[config.mk]
export PLATFORM = sky130hd
export DESIGN_NAME = bfm_apb_fanout
export DESIGN_NICKNAME = d
export VERILOG_FILES = /design/src/rtl/bfm_apb_pkg.sv /design/src/rtl/bfm_apb_wait_timer.sv /design/src/rtl/bfm_apb_fanout.sv
export SDC_FILE = /design/constraint.sdc
export NUM_CORES = 1
export LEC_CHECK = 0
export ABC_CLOCK_PERIOD_IN_PS = 5600
export CORE_AREA = 2 2 288 290
export DETAILED_ROUTE_END_ITERATION = 16
export DIE_AREA = 0 0 290 292
export SLEW_MARGIN = 20
export SYNTH_ARGS = -nofsm -noshare
export SYNTH_HDL_FRONTEND = slang
export SYNTH_SLANG_ARGS = --single-unit
export TNS_END_PERCENT = 100
[constraint.sdc]
create_clock -name PCLK -period 5.6 [get_ports PCLK]
set_input_delay 1.12 -clock PCLK [delete_from_list [all_inputs] [get_ports PCLK]]
set_output_delay 1.12 -clock PCLK [all_outputs]
set_load 0.1 [all_outputs]
[src/rtl/bfm_apb_pkg.sv]
// Shared types and helpers for the APB fan-out bridge BFM.
package bfm_apb_pkg;

  // Bridge FSM: one upstream transfer in flight at a time.
  typedef enum logic [1:0] {
    ST_IDLE   = 2'd0,
    ST_SETUP  = 2'd1,
    ST_ACCESS = 2'd2,
    ST_RESP   = 2'd3
  } state_e;

  // Width of the slot field carved out of the address, and the most
  // slots that field can name.
  localparam int unsigned SLOT_W    = 4;
  localparam int unsigned MAX_SLOTS = 16;

  // Ceiling log2, used to size the wait-state counter.
  function automatic int unsigned clog2(input int unsigned v);
    int unsigned r;
    int unsigned p;
    r = 0;
    p = 1;
    while (p < v) begin
      p = p << 1;
      r = r + 1;
    end
    return r;
  endfunction

endpackage

[src/rtl/bfm_apb_wait_timer.sv]
// Counts downstream wait cycles in ACCESS and flags the last cycle the
// bridge will wait before aborting. TIMEOUT=0 turns the flag off entirely.
module bfm_apb_wait_timer #(
  parameter int unsigned TIMEOUT = 255,
  parameter int unsigned CNT_W   = 8
) (
  input  logic clk_i,
  input  logic srst_i,
  input  logic clr_i,
  input  logic en_i,
  output logic term_o
);

  logic [CNT_W-1:0] cnt_q;
  logic [CNT_W-1:0] cnt_d;

  // Next count: clear wins over increment; frozen when timeouts are off.
  always_comb begin
    cnt_d = cnt_q;
    if (clr_i) begin
      cnt_d = '0;
    end else if (en_i && (TIMEOUT != 0)) begin
      cnt_d = cnt_q + CNT_W'(1);
    end
  end

  // Counter register.
  always_ff @(posedge clk_i) begin
    if (srst_i) begin
      cnt_q <= '0;
    end else begin
      cnt_q <= cnt_d;
    end
  end

  // The counter holds k-2 on ACCESS edge Ek, so reaching TIMEOUT-1 means
  // this is the TIMEOUT-th ACCESS edge without a ready.
  if (TIMEOUT == 0) begin : g_no_timeout
    assign term_o = 1'b0;
  end else begin : g_timeout
    assign term_o = (cnt_q == CNT_W'(TIMEOUT - 1));
  end

endmodule

[src/rtl/bfm_apb_fanout.sv]
// APB3 bridge BFM: takes one upstream transfer, decodes a 4-bit slot field
// from the address and replays the transfer on that downstream slot.
// Unmapped slots answer with an error; stuck slaves are aborted by timeout.
module bfm_apb_fanout
  import bfm_apb_pkg::*;
#(
  parameter int unsigned ADDR_W  = 32,
  parameter int unsigned DATA_W  = 32,
  parameter int unsigned NSLOTS  = 16,
  parameter int unsigned SEL_LSB = 24,
  parameter logic [15:0] SLOT_EN = 16'hFFFF,
  parameter int unsigned TIMEOUT = 255,
  parameter int          TPD     = 1
) (
  input  logic                     PCLK,
  input  logic                     PRESET,
  input  logic                     PSEL_PM,
  input  logic                     PENABLE_PM,
  input  logic                     PWRITE_PM,
  input  logic [ADDR_W-1:0]        PADDR_PM,
  input  logic [DATA_W-1:0]        PWDATA_PM,
  output logic [DATA_W-1:0]        PRDATA_PM,
  output logic                     PREADY_PM,
  output logic                     PSLVERR_PM,
  output logic [NSLOTS-1:0]        PSEL_SC,
  output logic [ADDR_W-1:0]        PADDR_SC,
  output logic                     PWRITE_SC,
  output logic                     PENABLE_SC,
  output logic [DATA_W-1:0]        PWDATA_SC,
  input  logic [NSLOTS*DATA_W-1:0] PRDATA_SC,
  input  logic [NSLOTS-1:0]        PREADY_SC,
  input  logic [NSLOTS-1:0]        PSLVERR_SC,
  output logic                     TIMEOUT_O,
  output logic                     DECERR_O
);

  localparam int unsigned CNT_W = (clog2(TIMEOUT + 1) < 1) ? 1 : clog2(TIMEOUT + 1);

  // TPD describes board-level output delay for behavioural models; every
  // output here comes straight from a register, so it shapes no logic.
  if (TPD < 0) begin : g_tpd_negative
  end

  state_e              state_q, state_d;
  logic [SLOT_W-1:0]   slot_q, slot_d;
  logic [NSLOTS-1:0]   psel_sc_q, psel_sc_d;
  logic [ADDR_W-1:0]   paddr_sc_q, paddr_sc_d;
  logic                pwrite_sc_q, pwrite_sc_d;
  logic                penable_sc_q, penable_sc_d;
  logic [DATA_W-1:0]   pwdata_sc_q, pwdata_sc_d;
  logic [DATA_W-1:0]   prdata_pm_q, prdata_pm_d;
  logic                pready_pm_q, pready_pm_d;
  logic                pslverr_pm_q, pslverr_pm_d;
  logic                timeout_q, timeout_d;
  logic                decerr_q, decerr_d;

  // Slot decode of the incoming setup address.
  logic [SLOT_W-1:0]   slot_in;
  logic                slot_valid;
  logic [NSLOTS-1:0]   onehot_in;

  assign slot_in    = PADDR_PM[SEL_LSB +: SLOT_W];
  assign slot_valid = (32'(slot_in) < NSLOTS) && SLOT_EN[slot_in];

  // Per-slot responses padded to the full 16 so the 4-bit slot index is
  // always in range, whatever NSLOTS is.
  logic [MAX_SLOTS-1:0] ready_pad;
  logic [MAX_SLOTS-1:0] err_pad;
  logic [DATA_W-1:0]    rdata_pad [MAX_SLOTS];

  for (genvar gi = 0; gi < MAX_SLOTS; gi++) begin : g_slot
    if (gi < NSLOTS) begin : g_used
      assign onehot_in[gi] = (slot_in == SLOT_W'(gi));
      assign ready_pad[gi] = PREADY_SC[gi];
      assign err_pad[gi]   = PSLVERR_SC[gi];
      assign rdata_pad[gi] = PRDATA_SC[gi*DATA_W +: DATA_W];
    end else begin : g_unused
      assign ready_pad[gi] = 1'b0;
      assign err_pad[gi]   = 1'b0;
      assign rdata_pad[gi] = '0;
    end
  end

  logic sel_ready;
  logic timer_term;

  assign sel_ready = ready_pad[slot_q];

  bfm_apb_wait_timer #(
    .TIMEOUT (TIMEOUT),
    .CNT_W   (CNT_W)
  ) u_wait_timer (
    .clk_i  (PCLK),
    .srst_i (PRESET),
    .clr_i  (state_q != ST_ACCESS),
    .en_i   ((state_q == ST_ACCESS) && !sel_ready),
    .term_o (timer_term)
  );

  // Next-state logic: downstream outputs only carry values in SETUP/ACCESS,
  // upstream read data and error hold until the next response.
  always_comb begin
    state_d      = state_q;
    slot_d       = slot_q;
    psel_sc_d    = psel_sc_q;
    paddr_sc_d   = paddr_sc_q;
    pwrite_sc_d  = pwrite_sc_q;
    penable_sc_d = penable_sc_q;
    pwdata_sc_d  = pwdata_sc_q;
    prdata_pm_d  = prdata_pm_q;
    pslverr_pm_d = pslverr_pm_q;
    pready_pm_d  = 1'b0;
    timeout_d    = 1'b0;
    decerr_d     = 1'b0;

    case (state_q)
      ST_IDLE: begin
        if (PSEL_PM && !PENABLE_PM) begin
          if (slot_valid) begin
            state_d      = ST_SETUP;
            slot_d       = slot_in;
            psel_sc_d    = onehot_in;
            paddr_sc_d   = PADDR_PM;
            pwrite_sc_d  = PWRITE_PM;
            pwdata_sc_d  = PWDATA_PM;
            penable_sc_d = 1'b0;
          end else begin
            state_d      = ST_RESP;
            pready_pm_d  = 1'b1;
            pslverr_pm_d = 1'b1;
            prdata_pm_d  = '0;
            decerr_d     = 1'b1;
          end
        end
      end
      ST_SETUP: begin
        state_d      = ST_ACCESS;
        penable_sc_d = 1'b1;
      end
      ST_ACCESS: begin
        if (sel_ready || timer_term) begin
          state_d      = ST_RESP;
          pready_pm_d  = 1'b1;
          psel_sc_d    = '0;
          paddr_sc_d   = '0;
          pwrite_sc_d  = 1'b0;
          penable_sc_d = 1'b0;
          pwdata_sc_d  = '0;
          if (sel_ready) begin
            prdata_pm_d  = rdata_pad[slot_q];
            pslverr_pm_d = err_pad[slot_q];
          end else begin
            prdata_pm_d  = '0;
            pslverr_pm_d = 1'b1;
            timeout_d    = 1'b1;
          end
        end
      end
      ST_RESP: begin
        state_d = ST_IDLE;
      end
      default: begin
        state_d = ST_IDLE;
      end
    endcase
  end

  // State and output registers; reset clears everything in one edge.
  always_ff @(posedge PCLK) begin
    if (PRESET) begin
      state_q      <= ST_IDLE;
      slot_q       <= '0;
      psel_sc_q    <= '0;
      paddr_sc_q   <= '0;
      pwrite_sc_q  <= 1'b0;
      penable_sc_q <= 1'b0;
      pwdata_sc_q  <= '0;
      prdata_pm_q  <= '0;
      pready_pm_q  <= 1'b0;
      pslverr_pm_q <= 1'b0;
      timeout_q    <= 1'b0;
      decerr_q     <= 1'b0;
    end else begin
      state_q      <= state_d;
      slot_q       <= slot_d;
      psel_sc_q    <= psel_sc_d;
      paddr_sc_q   <= paddr_sc_d;
      pwrite_sc_q  <= pwrite_sc_d;
      penable_sc_q <= penable_sc_d;
      pwdata_sc_q  <= pwdata_sc_d;
      prdata_pm_q  <= prdata_pm_d;
      pready_pm_q  <= pready_pm_d;
      pslverr_pm_q <= pslverr_pm_d;
      timeout_q    <= timeout_d;
      decerr_q     <= decerr_d;
    end
  end

  assign PSEL_SC    = psel_sc_q;
  assign PADDR_SC   = paddr_sc_q;
  assign PWRITE_SC  = pwrite_sc_q;
  assign PENABLE_SC = penable_sc_q;
  assign PWDATA_SC  = pwdata_sc_q;
  assign PRDATA_PM  = prdata_pm_q;
  assign PREADY_PM  = pready_pm_q;
  assign PSLVERR_PM = pslverr_pm_q;
  assign TIMEOUT_O  = timeout_q;
  assign DECERR_O   = decerr_q;

endmodule

=== Word-level counts from Yosys, hierarchy flattened ===
Memory sizes are Yosys's and may differ from the RTL's.
Index checks and enable logic that the tools add are counted.

* Register bits after elaboration: 132
* Word-level logic and storage cells: 108
* Memory bits (read-only): 16
* Output and inout port bits: 118
* Memories: 1
* Input bits: 613

{| class="wikitable"
|+ Memory list
! memory !! depth !! width !! rd ports !! clocked after Yosys merged registers in !! wr ports !! line !! text
|-
| (no name shown) || 16 || 1 || 1 || 0 || 0 || bfm_apb_fanout.sv:63 || <nowiki>assign slot_valid = (32'(slot_in) < NSLOTS) && SLOT_EN[slot_in];</nowiki>
|}

* Bitwise operators: 4
* Mux-type cells: 45
* Reductions and logical operators: 17
* Eq/ne operators: 24
* $lt $le $gt $ge: 3
* Add/sub/neg operators: 1

{| class="wikitable"
|+ Operators with widths
! kind !! number
|-
| $mux W32 || 11
|-
| $pmux W32 S2 || 3
|-
| $bmux W32 S4 || 1
|-
| $mux W16 || 3
|-
| $eq A4 B4 Y1 const B || 8
|-
| $pmux W16 S2 || 1
|-
| $eq A4 B3 Y1 const B || 4
|-
| $mux W1 || 16
|-
| $reduce_and A4 Y1 || 3
|-
| $lt A4 B5 Y1 const B || 2
|-
| $add A8 B1 Y8 const B || 1
|-
| $bmux W1 S4 || 2
|-
| $eq A4 B2 Y1 const B || 2
|-
| $eq A8 B8 Y1 const B || 1
|-
| $ne A2 B2 Y1 const B || 4
|-
| $pmux W2 S4 || 1
|-
| $mux W2 || 3
|-
| $pmux W1 S2 || 3
|-
| $ge A5 B5 Y1 const B || 1
|-
| $not A4 Y5 || 1
|-
| $eq A2 B2 Y1 const B || 2
|-
| $eq A4 B1 Y1 const B || 1
|-
| $logic_not A4 Y1 || 1
|-
| $reduce_or A2 Y1 || 2
|-
| other kinds (13) || 17
|}

=== Depth between registers and ports, before layout ===
Gate-level depths: netlist of run 1.

* Depth after elaboration: 7
* Mapped depth: 10
* Mapped depth without buffers: 7

=== Modules after synthesis ===
From an unflattened synthesis of run 1, not the netlist that was laid out.

* Cells, all modules: 683
* Area total of the unflattened synthesis: 8921.1 um2

{| class="wikitable"
|+ Modules (own cells, without submodules)
! module !! times used !! cells each !! area an instance (um2) !! seq. area each (um2)
|-
| bfm_apb_fanout || 1 || 641 || 8553.2 || 2462.4
|-
| bfm_apb_wait_timer || 1 || 42 || 367.9 || 160.2
|}

=== Worst setup path before layout of run 1 ===
OpenSTA, ideal clock, no wires.

* Path kind: input -> register
* Start point: input port PREADY_SC[6]
* End point: register u_wait_timer.cnt_q[6]
* Path buffers: 1
* Arrival: 2.511 ns
* Slack: 2.954 ns
* Setup time: 0.135 ns
* Required time: 5.465 ns
* Stages on the path: 6
* Cell sequence: mux4_2 > mux2i_4 > mux2i_2 > buf_6 > o311ai_0 > o41ai_1

* Longest elaborated chain between the ends: 4

{| class="wikitable"
|+ Ends and longest elaborated chain
! item !! line !! text
|-
| start, declared || bfm_apb_fanout.sv:31 || <nowiki>input logic [NSLOTS-1:0] PREADY_SC,</nowiki>
|-
| $bmux W1 S4 || bfm_apb_fanout.sv:87 || <nowiki>assign sel_ready = ready_pad[slot_q];</nowiki>
|-
| $mux W1 (not written as such) || bfm_apb_fanout.sv:87 ||
|-
| $logic_not A1 Y1 || bfm_apb_fanout.sv:96 || <nowiki>.en_i ((state_q == ST_ACCESS) && !sel_ready),</nowiki>
|-
| $logic_and A1 B1 Y1 || bfm_apb_fanout.sv:96 ||
|-
| end signal, assigned || bfm_apb_wait_timer.sv:32 || <nowiki>cnt_q <= cnt_d;</nowiki>
|-
| end, declared || bfm_apb_wait_timer.sv:14 || <nowiki>logic [CNT_W-1:0] cnt_q;</nowiki>
|}

No other way between the ends. The select of a mux whose other input is x is not followed.
A chain may end at the register's enable or synchronous reset.

=== Worst setup path in the final report of run 1 ===
* Start point: input port PREADY_SC[14]
* End point: register pwdata_sc_q[31] (netlist: PWDATA_SC[31])

* Longest elaborated chain between the ends: 5

{| class="wikitable"
|+ Ends and longest elaborated chain
! item !! line !! text
|-
| $bmux W1 S4 || bfm_apb_fanout.sv:87 ||
|-
| $mux W1 (not written as such) || bfm_apb_fanout.sv:87 ||
|-
| $logic_or A1 B1 Y1 || bfm_apb_fanout.sv:141 || <nowiki>if (sel_ready || timer_term) begin</nowiki>
|-
| $ne A2 B1 Y1 (no source line) || - ||
|-
| $reduce_and A4 Y1 (no source line) || - ||
|-
| end signal, assigned || bfm_apb_fanout.sv:190 || <nowiki>pwdata_sc_q <= pwdata_sc_d;</nowiki>
|-
| end, declared || bfm_apb_fanout.sv:50 || <nowiki>logic [DATA_W-1:0] pwdata_sc_q, pwdata_sc_d;</nowiki>
|}

No other way between the ends. The select of a mux whose other input is x is not followed.

==> results of run 1 <==
sequential cells by signal, indices dropped and copies added, names as in the netlist:
| name | flops |
|---|---|
| PREADY_PM | 1 |
| PSLVERR_PM | 1 |
| u_wait_timer.cnt_q | 8 |
| state_q | 2 |
| PWDATA_SC | 32 |
| slot_q | 4 |
| TIMEOUT_O | 1 |
| PRDATA_PM | 32 |
| PADDR_SC | 32 |
| PWRITE_SC | 1 |
| PENABLE_SC | 1 |
| PSEL_SC | 16 |
cells by family (layout without fill, tap and decap cells):
group | after synthesis | after routing | synth area share
adder cells (fa/ha/maj) | 7 | 7 | 0.009802
AO/OA/AOI/OAI | 235 | 235 | 0.1748
other | 1 | 12 | 0.0004197
flip-flops | 131 | 131 | 0.2935
buffers and inverters | 105 | 785 | 0.05321
AND/OR/NAND/NOR | 210 | 210 | 0.1095
multiplexers | 146 | 146 | 0.3588
cell type report:
cell class | instances | area (sq um)
Clock buffer | 19 | 442.9
Antenna cell | 11 | 27.53
Clock inverter | 13 | 147.6
Sequential cell | 131 | 2630
Timing Repair Buffer | 748 | 7452
Inverter | 5 | 18.77
Tap cell | 1070 | 1339
Multi-Input combinational cell | 599 | 5897
Fill cell | 8872 | 63630
worst min-delay path by stage:
stage                             startpoint                        to  slack (ps)  cells past startpoint
CTS                 PSEL_SC[12]$_SDFFE_PP0P_  PSEL_SC[12]$_SDFFE_PP0P_         450                      2
detailed placement  PSEL_SC[12]$_SDFFE_PP0P_  PSEL_SC[12]$_SDFFE_PP0P_         440                      2
global route        PSEL_SC[11]$_SDFFE_PP0P_  PSEL_SC[11]$_SDFFE_PP0P_         480                      2
floorplan            state_q[1]$_SDFFE_PP0P_   state_q[1]$_SDFFE_PP0P_         470                      2
finish              PSEL_SC[12]$_SDFFE_PP0P_  PSEL_SC[12]$_SDFFE_PP0P_         450                      2
global placement     PSEL_SC[6]$_SDFFE_PP0P_   PSEL_SC[6]$_SDFFE_PP0P_         440                      2
worst max-delay path: stages:
cell                              delay [ps]
sky130_fd_sc_hd__clkdlybuf4s50_1         390
sky130_fd_sc_hd__mux4_2                  500
sky130_fd_sc_hd__mux2i_4                 360
sky130_fd_sc_hd__a221o_2                 650
sky130_fd_sc_hd__buf_4                   430
sky130_fd_sc_hd__a22oi_1                 140
sky130_fd_sc_hd__nor2_1                  160
per-stage QoR:
step | cells | hold slack, ps | worst slack [ps] | area [sq um] | utilization
floorplan | 835 | 469.2 | 2954 | 8935 | -
global placement | 2553 | 439.1 | 1765 | 17340 | 0.2125
detailed placement | 2553 | 443.8 | 1736 | 17340 | 0.2125
CTS | 2585 | 450.8 | 2241 | 17930 | 0.2197
global route | 2589 | 480.6 | 2030 | 17940 | 0.2199
finish | 2596 | 447.7 | 2214 | 17950 | 0.2201
power groups by stage:
stage          Sequential (uW)  Clock [uW]  Combinational, uW
5_1_grt                   1290        1290               4110
3_5_place_dp              1280           0               3930
4_1_cts                   1270        1270               3930
3_3_place_gp              1280           0               3920
6_report                  1270        1200               3910
2_1_floorplan             2550           0               1330
layer usage:
metal,part of all wire,wire [um],vias up
met5,0.0014,93,-
met4,0.020,1321,14
met3,0.084,5651,95
met2,0.48,32200,612
met1,0.42,28130,5210
li1,-,-,4699
placed cells by master (no fill, tap or decap), types with 3 or more instances in the layout:
cell type,n
sky130_fd_sc_hd__nor2_1,75
sky130_fd_sc_hd__nor2b_1,3
sky130_fd_sc_hd__a211oi_1,3
sky130_fd_sc_hd__inv_6,3
sky130_fd_sc_hd__o21ai_0,35
sky130_fd_sc_hd__nand2_1,53
sky130_fd_sc_hd__a21oi_1,56
sky130_fd_sc_hd__nor3_1,5
sky130_fd_sc_hd__mux4_2,137
sky130_fd_sc_hd__nand3_1,13
sky130_fd_sc_hd__dfxtp_1,129
sky130_fd_sc_hd__inv_1,4
sky130_fd_sc_hd__diode_2,11
sky130_fd_sc_hd__nand2b_1,5
sky130_fd_sc_hd__clkdlybuf4s50_1,724
sky130_fd_sc_hd__clkbuf_16,17
sky130_fd_sc_hd__nand4_1,40
sky130_fd_sc_hd__a22oi_1,129
sky130_fd_sc_hd__buf_4,22
sky130_fd_sc_hd__clkinvlp_4,4
sky130_fd_sc_hd__mux2i_1,5
sky130_fd_sc_hd__ha_1,6
==> results.md, run 1 <==
- Based on the critical path, the design can be clocked at up to 295.3 MHz.
- A synthesized cell averages 10.70 sq um.
- The overall global routing resource usage is 0.1567.
- By count the netlist is led by 137 x sky130_fd_sc_hd__mux4_2, 131 x sky130_fd_sc_hd__dfxtp_1, 129 x sky130_fd_sc_hd__a22oi_1.
- The hold violation total from the final report was 0.
- The number of design-rule violations left by the first detailed-router iteration is 641.
- The flip-flop and latch count after synthesis is 131.
- The via density per instance is 4.095.
- The count of endpoints failing setup in the final report is 0.
- The critical path starts at PREADY_SC[14].
- By area the synthesized netlist is led by sky130_fd_sc_hd__mux4_2 35%, sky130_fd_sc_hd__dfxtp_1 29%, sky130_fd_sc_hd__a22oi_1 11%.
- The number of synthesized flops with an enable pin is 0.
- By startpoint and endpoint, the worst setup path is classified as input port to flop.
- Of the available clock period, the critical path in the final layout requires 0.6047.
- The clock latency on the worst-skew pair is 480 ps.
- The switching power of the nets is 3299 uW.
- The half-perimeter wire length after placement is 56360 um.
- The global placer's final weighted congestion is 0.8572.
- The endpoint kind of the worst setup timing path is a flop.
- The post-synthesis cell count is 835.
- The met1 routing resource usage after global routing is 0.1965.
- The worst register-to-register path ends at PWDATA_SC[31]$_SDFFE_PP0P_.
- The part of the total power dissipated in sequential elements is 0.199.
- Setup total negative slack on the finished layout was measured at 0 ps.
- The proportion of layout cells with a drive suffix above 1 is 0.1386.
- The die width is 290 um.
- The sum of routed wire length over all layers is 67390 um.
- The transition time at the pin with the least slew margin is 1148 ps.
- VDD sags by at most 0.2735 mV.
- The power density over the cells is 354.8 nW/um^2.
- The H-tree generated during clock tree synthesis spans 4 levels.
- Counting every sink on the clock net gives 131.
- The overall via count from detail_route is 10630.
- Setup repair after global routing left no endpoint under its margin.
- The standby leakage power is 0.005779 uW.
- The full die area is 84680 sq um.
- The worst setup path is launched from an input port.
- The summed instance area of the synthesized netlist is 8935 sq um.
- Post-CTS repair changed the size of 0 cells.
- The area inside the core boundary is 81580 sq um.
- The post-CTS setup repair buffer count is 0.
- The number of nets in the layout is 2122.
- The highest fanout seen on the critical path is 30.
- After global routing the overflow that remains totals 0.
- The worst clock skew on the final layout is 22.88 ps.
- The height of the chip is 292 um.
- In this run the tightest slew margin relative to its limit is 0.2323.
- The pin count of the biggest net entering global routing is 69.
- The reported max-cap violation count is 0.
- For flop-to-flop paths, the worst setup slack is 2440 ps.
- Of the synthesized area, sequential elements account for 0.2935.
- After layout, the minimum clock period comes to 3386 ps.
- The initial utilization of the core area, before any placement, comes to 0.1095.
- The layer flagged by global routing as most heavily used is met2.
- The fraction of met2 tracks used by global routing is 0.2610.
- The count of nets left with antenna violations once routing finished came out at 0.
- The part of the total power dissipated in the clock network is 0.188.
- The run finished with clean final reports.
- The cell taking the most area after synthesis is sky130_fd_sc_hd__mux4_2.
- In the final routed layout, each cell accounts on average for 25.96 um.
- The number of buffers inserted during clock tree synthesis is 17.
- For this design, the CTS-stage hold fixing added 0 buffers.
- The buffer depth of the longest clock path is 2.
- The fraction of met3 tracks used by global routing is 0.04993.
- The number of nets in the synthesized netlist is 1455.
- During synthesis, Yosys emitted a total of 0 warnings.
- The share of power burned in combinational logic is 0.613.
- The initialized floorplan defines 105 standard-cell rows.
- The clock tree from TritonCTS is yes.
- Of all flip-flops after synthesis, the portion carrying an async set or reset was 0.
- The cell at the root of the clock tree is sky130_fd_sc_hd__clkbuf_16.
- The initial antenna violation count is 54.
- The class of the tightest hold or removal check is flop to flop.
- The via count of the first global-routing pass is 10980.
- The most frequent cell after synthesis is sky130_fd_sc_hd__mux4_2.
- The area share of the largest cell type after synthesis is 0.3453.
- The number of cells on the worst reg-to-reg path is 8.
- The first global-routing pass estimated 91250 um of wire.
- Of the total power, the share spent switching nets is 0.5178.
- The clock-pin slew of the registers on the worst-case setup and hold paths is 60 ps.
- The boundary pin count is 731.
- The design internal power is 3072 uW.
- The timing endpoint of the critical path is PWDATA_SC[31]$_SDFFE_PP0P_.
- After synthesis, the netlist uses 41 different library cells.
- Input and output buffers added on the ports amount to 729.
- At the worst endpoint, the required time is 5990 ps.
- For the worst setup path, the data arrival time is 3780 ps.
- The number of max-slew violations in the final report came to 0.
- The final routed DRC violation total is 0.
- The total power draw is 6371 uW.
- The most used flip-flop cell after synthesis is sky130_fd_sc_hd__dfxtp_1.
- The area growth from synthesis to layout is 101.0%.
- The startpoint identified for the worst register-to-register timing path is state_q[0]$_SDFFE_PP0P_.
- For this run, the detailed router's first-pass iteration total came to 5.
No activity file was read; power rests on OpenSTA's default activity.
==> inputs of run 2 (changes only) <==
- ABC_CLOCK_PERIOD_IN_PS: 5600 -> 3400
- clock period: 5.6 -> 3.4 ns (I/O delays scaled with it)
==> results.md, run 2 (synthesis results as in run 1) <==
- The half-perimeter wire length after placement was 57240 um (was 56360 um).
- The number of iterations in the first detailed-routing pass came to 5 (unchanged).
- The count of antenna-violating nets left after detailed routing is 0 (unchanged).
- The global placer's final weighted congestion is 0.8429 (was 0.8572).
- The routed length on met3 is 5158 um (was 5651 um).
- The switching power as a share of total power is 0.5043 (was 0.5178).
- The design internal power was 5348 uW (was 3072 uW).
- The cell at the root of the clock tree is sky130_fd_sc_hd__clkbuf_16 (unchanged).
- The count of endpoints failing setup in the final report is 0 (unchanged).
- The number of design-rule violations left by the first detailed-router iteration is 620 (was 641).
- The reported max-cap violation count came to 0 (unchanged).
- Commonest cells after routing, fill and taps aside: 646 x sky130_fd_sc_hd__clkdlybuf4s50_1, 137 x sky130_fd_sc_hd__mux4_2, 129 x sky130_fd_sc_hd__dfxtp_1, 129 x sky130_fd_sc_hd__a22oi_1, 117 x sky130_fd_sc_hd__buf_4 (was 724 x sky130_fd_sc_hd__clkdlybuf4s50_1, 137 x sky130_fd_sc_hd__mux4_2, 129 x sky130_fd_sc_hd__dfxtp_1, 129 x sky130_fd_sc_hd__a22oi_1, 75 x sky130_fd_sc_hd__nor2_1).
- The post-CTS setup repair buffer count came to 0 (unchanged).
- Derived from the worst setup path, the maximum achievable clock frequency is 373.2 MHz.
- The headroom to the max-slew limit is 0.3298 (was 0.2323).
- The class of the tightest hold or removal check is flop to flop (unchanged).
- The buffer depth of the longest clock path is 2 (unchanged).
- Unrepaired setup endpoints after global routing: no (unchanged).
- The detailed-route wire length on metal 1 is 28160 um (was 28130 um).
- The final routed DRC violation total came to 0 (unchanged).
- In the finished design, the share of the clock period the worst path needs comes to 0.7880.
- The total negative slack for setup checks is 0 ps (unchanged).
- Outcome: finished, final reports clean (unchanged).
- The synthesis-to-layout area growth came to 102.3% (was 101.0%).
- The initial antenna violation count came to 48 (was 54).
- The number of buffers inserted during clock tree synthesis came to 17 (unchanged).
- The via count of the first global-routing pass came to 11080 (was 10980).
- The required time of the critical path is 3790 ps (was 5990 ps).
- The pin count of the biggest net entering global routing was 66 (was 69).
- The global-route congestion overflow total is 0 (unchanged).
- The quantity of gates resized following cts was 0 (unchanged).
- The initial core utilization is 0.1095 (unchanged).
- The clock tree from TritonCTS is yes (unchanged).
- The wire length of the first global-routing pass came to 90470 um (was 91250 um).
- The classification of the worst setup path is flop to flop (was input port to flop).
- The power density over the cells came to 597.0 nW/um^2 (was 354.8 nW/um^2).
- The final instance area was 18070 sq um (was 17950 sq um).
- The post-placement cell count is 2577 (was 2553).
- The number of nets in the layout was 2146 (was 2122).
- The routed design could run at a clock period as short as 2679 ps.
- The worst clock skew on the final layout is 16.62 ps (was 22.88 ps).
- The data arrival time of the critical path is 3070 ps (was 3780 ps).
- The count of non-filler cells in the finished layout is 2618 (was 2596).
- The number of placement rows is 105 (unchanged).
- The H-tree depth is 4 (unchanged).
- The most common cell after layout, fill and taps aside is sky130_fd_sc_hd__clkdlybuf4s50_1 (unchanged).
- The maximum vdd drop was 0.4756 mV (was 0.2735 mV).
- The number of inserted filler cells in the final layout came to 8908 (was 8872).
- The via density per instance is 4.071 (was 4.095).
- The highest fanout seen on the critical path came to 23 (was 30).
- The standby leakage power is 0.006112 uW (was 0.005779 uW).
- The overall global routing resource usage is 0.1548 (was 0.1567).
- The transition time at the pin with the least slew margin was 1002 ps (was 1148 ps).
- The boundary pin count is 731 (unchanged).
- The share of the core filled with cells was 0.2215 (was 0.2201).
- The height of the chip was 292 um (unchanged).
- The clock latency on the worst-skew pair is 470 ps (was 480 ps).
- The count of port buffers added during placement is 729 (unchanged).
- The top layer used by detailed routing is met5 (unchanged).
- The hold violation total from the final report is 0 (unchanged).
- The full die area is 84680 sq um (unchanged).
- The nature of the critical path startpoint is a flop (was input port).
- The number of max-slew violations in the final report is 0 (unchanged).
- The number of clock sinks was 131 (unchanged).
- The proportion of layout cells with a drive suffix above 1 is 0.2034 (was 0.1386).
- The number of hold-repair buffers added at the cts stage is 0 (unchanged).
- The area inside the core boundary is 81580 sq um (unchanged).
- The part of the total power dissipated in the clock network is 0.194 (was 0.188).
- The switching power of the nets is 5441 uW (was 3299 uW).
- The met2 wirelength from detailed routing came to 32460 um (was 32200 um).
- The share of power burned in combinational logic came to 0.614 (was 0.613).
- The overall via count from detail_route is 10660 (was 10630).
- The clock-pin slew of the registers on the worst-case setup and hold paths came to 70 ps (was 60 ps).
- The endpoint kind of the worst setup timing path was a flop (unchanged).
- The sum of routed wire length over all layers came to 66920 um (was 67390 um).
- The part of the total power dissipated in sequential elements came to 0.192 (was 0.199).
- The post-detailed-placement cell area came to 17410 sq um (was 17340 sq um).
- The die width is 290 um (unchanged).
- The routed length per placed instance is 25.56 um (was 25.96 um).
run 2: cell types whose count changed in the layout (fill, tap and decap cells not counted), sizes merged:
cell	change
buf	+102
bufinv	+2
clkbuf	-1
clkdlybuf4s50	-78
clkinv	+2
clkinvlp	-2
diode	-2
inv	-1
run 2: routing by layer:
| metal | vias up | track usage |
|---|---|---|
| met3 | 91 | 0.04917 |
| met5 | - | 0 |
| met2 | 580 | 0.2654 |
| li1 | 4742 | - |
| met1 | 5232 | 0.1904 |
| met4 | 14 | 0.02947 |
run 2: area by class of cell:
type,count,area [sq um],area share
sequential,131,2630,0.1455
timing repair buffer,772,7525,0.4164
multi-input combinational,599,5897,0.3263
clock inverter,14,200.2,0.01108
antenna,9,22.52,0.001246
tap,1070,1339,0.07408
clock buffer,18,439.2,0.02430
inverter,5,18.77,0.001039
run 2: per-stage QoR:
step | hold WS (ps) | total power [uW] | setup slack (ps)
2_1_floorplan | 469.2 | 6397 | 1194
3_3_place_gp | 439.3 | 8702 | 400.2
3_5_place_dp | 449.4 | 8728 | 362.5
4_1_cts | 457.2 | 10910 | 693.8
5_1_grt | 487.4 | 11300 | 598.5
6_report | 453.6 | 10790 | 720.7
run 2: power groups by stage:
stage	registers [uW]	logic, uW	clock network (uW)
floorplan	4210	2190	0
global placement	2100	6600	0
detailed placement	2110	6620	0
CTS	2070	6640	2200
global route	2120	6940	2250
finish	2070	6620	2090
run 2: worst paths after layout:
check                                        startpoint                         end  slack (ps)  depth (start not counted)
worst max-delay path             slot_q[1]$_SDFFE_PP0P_  PWDATA_SC[23]$_SDFFE_PP0P_         720                          6
worst min-delay path            PSEL_SC[9]$_SDFFE_PP0P_     PSEL_SC[9]$_SDFFE_PP0P_         450                          2
worst max register to register   slot_q[1]$_SDFFE_PP0P_  PWDATA_SC[23]$_SDFFE_PP0P_         720                          6
worst min register to register  PSEL_SC[9]$_SDFFE_PP0P_     PSEL_SC[9]$_SDFFE_PP0P_         450                          2
run 2: worst max-delay path: stages, from the launching register on:
cell                      delay, ps
sky130_fd_sc_hd__dfxtp_4        630
sky130_fd_sc_hd__mux4_2         600
sky130_fd_sc_hd__mux2i_4        370
sky130_fd_sc_hd__a221o_2        520
sky130_fd_sc_hd__buf_12         220
sky130_fd_sc_hd__a22oi_1        100
sky130_fd_sc_hd__nor2_1         120
